### src/rtl/bsg_bitwise_op_pkg.sv
// bsg_bitwise_op_pkg: op/state encodings and the per-bit op function shared by issue and fold logic
package bsg_bitwise_op_pkg;

    typedef enum logic [2:0] {
        OP_AND    = 3'd0,
        OP_OR     = 3'd1,
        OP_XOR    = 3'd2,
        OP_XNOR   = 3'd3,
        OP_NAND   = 3'd4,
        OP_NOR    = 3'd5,
        OP_ANDN   = 3'd6,
        OP_PASS_A = 3'd7
    } bsg_bitwise_op_e;

    typedef enum logic {IDLE, ACCUM} state_e;

    // Every op is bitwise, so one bit slice is applied across the whole word.
    function automatic logic op(input logic a, input logic b, input bsg_bitwise_op_e sel);
        case (sel)
            OP_AND:  op = a & b;
            OP_OR:   op = a | b;
            OP_XOR:  op = a ^ b;
            OP_XNOR: op = ~(a ^ b);
            OP_NAND: op = ~(a & b);
            OP_NOR:  op = ~(a | b);
            OP_ANDN: op = a & ~b;
            default: op = a;
        endcase
    endfunction

endpackage

### src/rtl/bsg_two_fifo.sv
// bsg_two_fifo: two-entry registered FIFO; ready_o and v_o come from the occupancy register only
module bsg_two_fifo #(
    parameter int width_p = 16
) (
    input  logic               clk_i,
    input  logic               reset_i,
    output logic               ready_o,
    input  logic [width_p-1:0] data_i,
    input  logic               v_i,
    output logic               v_o,
    output logic [width_p-1:0] data_o,
    input  logic               yumi_i
);

    logic [width_p-1:0] mem [2];
    logic               rptr, wptr;
    logic [1:0]         count;

    assign ready_o = count != 2'd2;
    assign v_o     = count != 2'd0;
    assign data_o  = mem[rptr];

    always_ff @(posedge clk_i) begin
        if (reset_i) begin
            mem[0] <= '0;
            mem[1] <= '0;
            rptr   <= 1'b0;
            wptr   <= 1'b0;
            count  <= 2'd0;
        end else begin
            if (v_i) begin
                mem[wptr] <= data_i;
                wptr      <= ~wptr;
            end
            if (yumi_i)
                rptr <= ~rptr;
            count <= count + {1'b0, v_i} - {1'b0, yumi_i};
        end
    end

    always_ff @(posedge clk_i)
        if (!reset_i)
            assert (v_o || !yumi_i);

endmodule

### src/rtl/bsg_bitwise_op_pipe.sv
// bsg_bitwise_op_pipe: registered bitwise op unit with burst-accumulate and a two-entry output buffer
module bsg_bitwise_op_pipe
    import bsg_bitwise_op_pkg::*;
#(
    parameter int width_p = 16
) (
    input  logic               clk_i,
    input  logic               reset_i,
    input  logic [width_p-1:0] a_i,
    input  logic [width_p-1:0] b_i,
    input  logic [2:0]         op_i,
    input  logic               accum_i,
    input  logic               last_i,
    input  logic               valid_i,
    output logic               ready_o,
    output logic [width_p-1:0] data_o,
    output logic               parity_o,
    output logic               zero_o,
    output logic               v_o,
    input  logic               yumi_i
);

    state_e             state;
    bsg_bitwise_op_e    op_q;
    logic [width_p-1:0] acc, r, inner, fold, enq_data;
    logic               accept, idle, enq;

    always_comb begin
        r     = '0;
        inner = '0;
        fold  = '0;
        for (int i = 0; i < width_p; i++) begin
            r[i]     = op(a_i[i], b_i[i], bsg_bitwise_op_e'(op_i));
            inner[i] = op(a_i[i], b_i[i], op_q);
            fold[i]  = op(acc[i], inner[i], op_q);
        end
    end

    assign accept   = valid_i & ready_o;
    assign idle     = state == IDLE;
    assign enq      = accept & (idle ? (~accum_i | last_i) : last_i);
    assign enq_data = idle ? r : fold;

    always_ff @(posedge clk_i) begin
        if (reset_i) begin
            state <= IDLE;
            acc   <= '0;
            op_q  <= OP_AND;
        end else if (accept) begin
            if (idle) begin
                if (accum_i && !last_i) begin
                    acc   <= r;
                    op_q  <= bsg_bitwise_op_e'(op_i);
                    state <= ACCUM;
                end
            end else begin
                acc <= fold;
                if (last_i)
                    state <= IDLE;
            end
        end
    end

    bsg_two_fifo #(.width_p(width_p)) fifo (
        .clk_i   (clk_i),
        .reset_i (reset_i),
        .ready_o (ready_o),
        .data_i  (enq_data),
        .v_i     (enq),
        .v_o     (v_o),
        .data_o  (data_o),
        .yumi_i  (yumi_i)
    );

    assign parity_o = ^data_o;
    assign zero_o   = ~|data_o;

endmodule

### config.mk
export PLATFORM = sky130hd
export DESIGN_NAME = bsg_bitwise_op_pipe
export DESIGN_NICKNAME = d
export VERILOG_FILES = /design/src/rtl/bsg_bitwise_op_pkg.sv /design/src/rtl/bsg_two_fifo.sv /design/src/rtl/bsg_bitwise_op_pipe.sv
export SDC_FILE = /design/constraint.sdc
export NUM_CORES = 1
export LEC_CHECK = 0
export ABC_AREA = 1
export CAP_MARGIN = 5
export CELL_PAD_IN_SITES_DETAIL_PLACEMENT = 1
export CELL_PAD_IN_SITES_GLOBAL_PLACEMENT = 2
export CORE_ASPECT_RATIO = 0.75
export CORE_MARGIN = 4
export CORE_UTILIZATION = 36
export CTS_BUF_LIST = sky130_fd_sc_hd__clkbuf_4 sky130_fd_sc_hd__clkbuf_8
export DETAILED_ROUTE_END_ITERATION = 16
export GPL_TIMING_DRIVEN = 0
export PLACE_DENSITY = 0.88
export SYNTH_ARGS = -nofsm -noshare
export SYNTH_HDL_FRONTEND = slang
export SYNTH_HIERARCHICAL = 1
export SYNTH_SLANG_ARGS = --single-unit
export TNS_END_PERCENT = 1
### constraint.sdc
create_clock -name clk_i -period 6.9 [get_ports clk_i]
set_clock_uncertainty 0.2 [all_clocks]
set_input_delay 1.38 -clock clk_i [delete_from_list [all_inputs] [get_ports clk_i]]
set_output_delay 1.38 -clock clk_i [all_outputs]
set_load 0.005 [all_outputs]
==> reports/metrics.yaml <==
total_power_mw: 1.52
fillerInstances: 3036
antenna_found_initial: 0
yosys.cell_types.count: 31
clock-sinks: 57
drtAntennaViolNets: 0
multiInputGateArea_um2: 5600
seq_area_frac_synth: 0.176
start_kind: "input pin"
dp_hpwl_um: 26600
grt_overflow: 0
cap_violations: 0
grt_pass1_wl_um: 54500
synth-seq-cells: 57
min_period_ns: 4.26
ys_top_cells_by_area: "ha_1, nand2_1, edfxtp_1"
wl_per_cell_um: 21.0
ir_worst_vdd_uv: 109
place_congestion: 0.903
dp.cells: 1677
final.setup.worst_slack_ns: 2.64
fin_cells: 1693
cp.arrival_ns: 4.15
synth_top_area_frac: 0.184
p_int_uw: 871
vias_per_cell: 5.48
netlist_area_um2: 8290
io_buffers: 59
core_area_um2: 22300
hold_path.class: "reg2reg"
criticalPathCategory: "in2reg"
grt_start_max_net_pins: 17
drt-initial-drc-count: 659
syn2layout_area_growth_pct: 14.1
drv_slew: 0
synth_cells: 1324
rows: 47
min_from: "fifo/rptr"
cp.required_ns: 6.79
wl_um: 35500
numCtsBuffers: 9
drive_above_1_share: 0.0608
maxSlewHeadroom: 0.332
cts_hold_buffers: 0
rsz0062_at_grt: "false"
io_pins: 61
cp-startpoint: "a_i[7]"
clkPwrFrac: 0.239
worstMarginPinSlew_ns: 1.00
setup_viol: 0
p_seq_frac: 0.269
cts_tree: "done"
num_vias: 9272
synth_area_leader_cell: "ha_1"
ys_warn_count: 6
hold_violations: 0
h-tree-depth: 3
cts_root_buf: "clkbuf_8"
synth_nets: 1487
drc: 0
avgSynthCellArea_um2: 6.26
end_kind: "flip-flop"
holdPathStages: 2
switching_share: 0.427
grt_pass1_vias: 9351
layout_commonest_cell: "nand2_1"
holdWs_ns: 0.315
r2r_end: "fifo/mem[1][15]"
critPathMaxFanout: 5
final_area_um2: 9460
clock_latency_ns: 0.36
post-place-ws_ns: 2.33
placed_cell_area_um2: 9250
grtUsageTotal: 0.274
dieHeight_um: 139
status: "completed"
final_cell_mix: "nand2_1, inv_1, nor2_1"
r2r_slack_ns: 3.22
nets: 1557
tns_ns: 0
regToRegStartpoint: "op_q[2]"
p_per_area_nw_per_um2: 161
r2r_cells: 16
share_comb_of_total_power: 0.492
postLayoutCoreUtil: 0.423
diodes: 0
fmax_mhz: 235
first_pass_iters: 5
clk_pin_slew_ns: 0.07
die_area_um2: 25500
cts_setup_buffers: 0
power.static_leakage_nw: 5.10
regArea_um2: 1460
post_cts_resize_count: 0
cts_buffer_depth: 2
start_util: 0.371
period_share: 0.617
dieWidth_um: 183
p_switching_uw: 650
## state kept, by name, indices dropped and copies added, names as in the netlist, named ones only
signal	cells
fifo/rptr	1
acc	16
state	1
fifo/wptr	1
fifo/count	2
op_q	3
fifo/mem	32
## Yosys cell counts
library cell / count
nand3_1: 130
a22oi_2: 5
xnor2_1: 7
buf_4: 4
buf_1: 10
inv_1: 217
buf_2: 30
nor2_1: 152
nand3b_1: 17
mux2_4: 10
xor2_1: 1
edfxtp_1: 32
clkinv_1: 2
a21oi_1: 58
o21ai_1: 2
mux2_2: 6
o22ai_1: 16
buf_12: 1
nand4_1: 83
nand3_2: 1
inv_2: 3
clkbuf_1: 32
a211oi_1: 10
nand2_1: 288
nor2_2: 5
o21ai_0: 47
ha_1: 122
nor3_1: 4
dfxtp_1: 25
nand2_2: 1
buf_6: 3
## power groups by stage
stage	registers [mW]	logic [mW]	clock network (mW)
after floorplan	0.412	0.454	0
after global placement	0.414	0.719	0
after detailed placement	0.417	0.736	0
after CTS	0.409	0.740	0.368
after global routing	0.413	0.828	0.382
final	0.409	0.749	0.363
## worst max-delay path: stages
cell and delay, ns:
clkdlybuf4s50_1 0.60, inv_1 0.12, ha_1 0.35, inv_1 0.09, o21ai_0 0.09, a211oi_1 0.34, nand2_1 0.09, o21ai_0 0.16
ha_1 0.31, nand4_1 0.10, nand2_1 0.06, nor2_1 0.10, nand2_1 0.06, nand2_1 0.07, nand2_1 0.08, inv_1 0.09
nor2_1 0.06
## layout make-up
| type | instances | share of cell area |
|---|---|---|
| multi-input combinational | 965 | 0.592 |
| sequential | 57 | 0.154 |
| inverter | 222 | 0.0881 |
| timing repair buffer | 59 | 0.0624 |
| buffer | 80 | 0.0414 |
| tap | 294 | 0.0389 |
| clock buffer | 10 | 0.0139 |
| clock inverter | 6 | 0.00873 |
## per-layer routing
metal	vias to the layer above	GRT usage	routed length, µm
met2	291	0.420	15200
met5	-	0	0
met1	4511	0.401	17300
met4	0	0.0549	544
met3	40	0.0524	2500
li1	4430	-	-
## kinds of logic (layout without fill, tap and decap cells)
logic type / after synthesis / count (layout) / synth area share
fa+ha+maj: 122 / 122 / 0.184
flops: 57 / 57 / 0.176
mux: 16 / 16 / 0.0263
simple gates: 681 / 681 / 0.364
xor+xnor: 8 / 8 / 0.00845
compound gates: 138 / 138 / 0.0933
buf+inv: 302 / 377 / 0.148
## how the worst max path moves through the flow
stage / end / slack (ns) / cells after the start
2_1_floorplan: fifo/mem[0][8] / 3.45 / 16
3_3_place_gp: fifo/mem[0][14] / 2.35 / 17
3_5_place_dp: fifo/mem[1][14] / 2.33 / 17
4_1_cts: parity_o / 2.65 / 9
5_1_grt: fifo/mem[1][0] / 2.51 / 17
6_report: fifo/mem[0][7] / 2.64 / 17
Power figures use the tool's default switching activity.
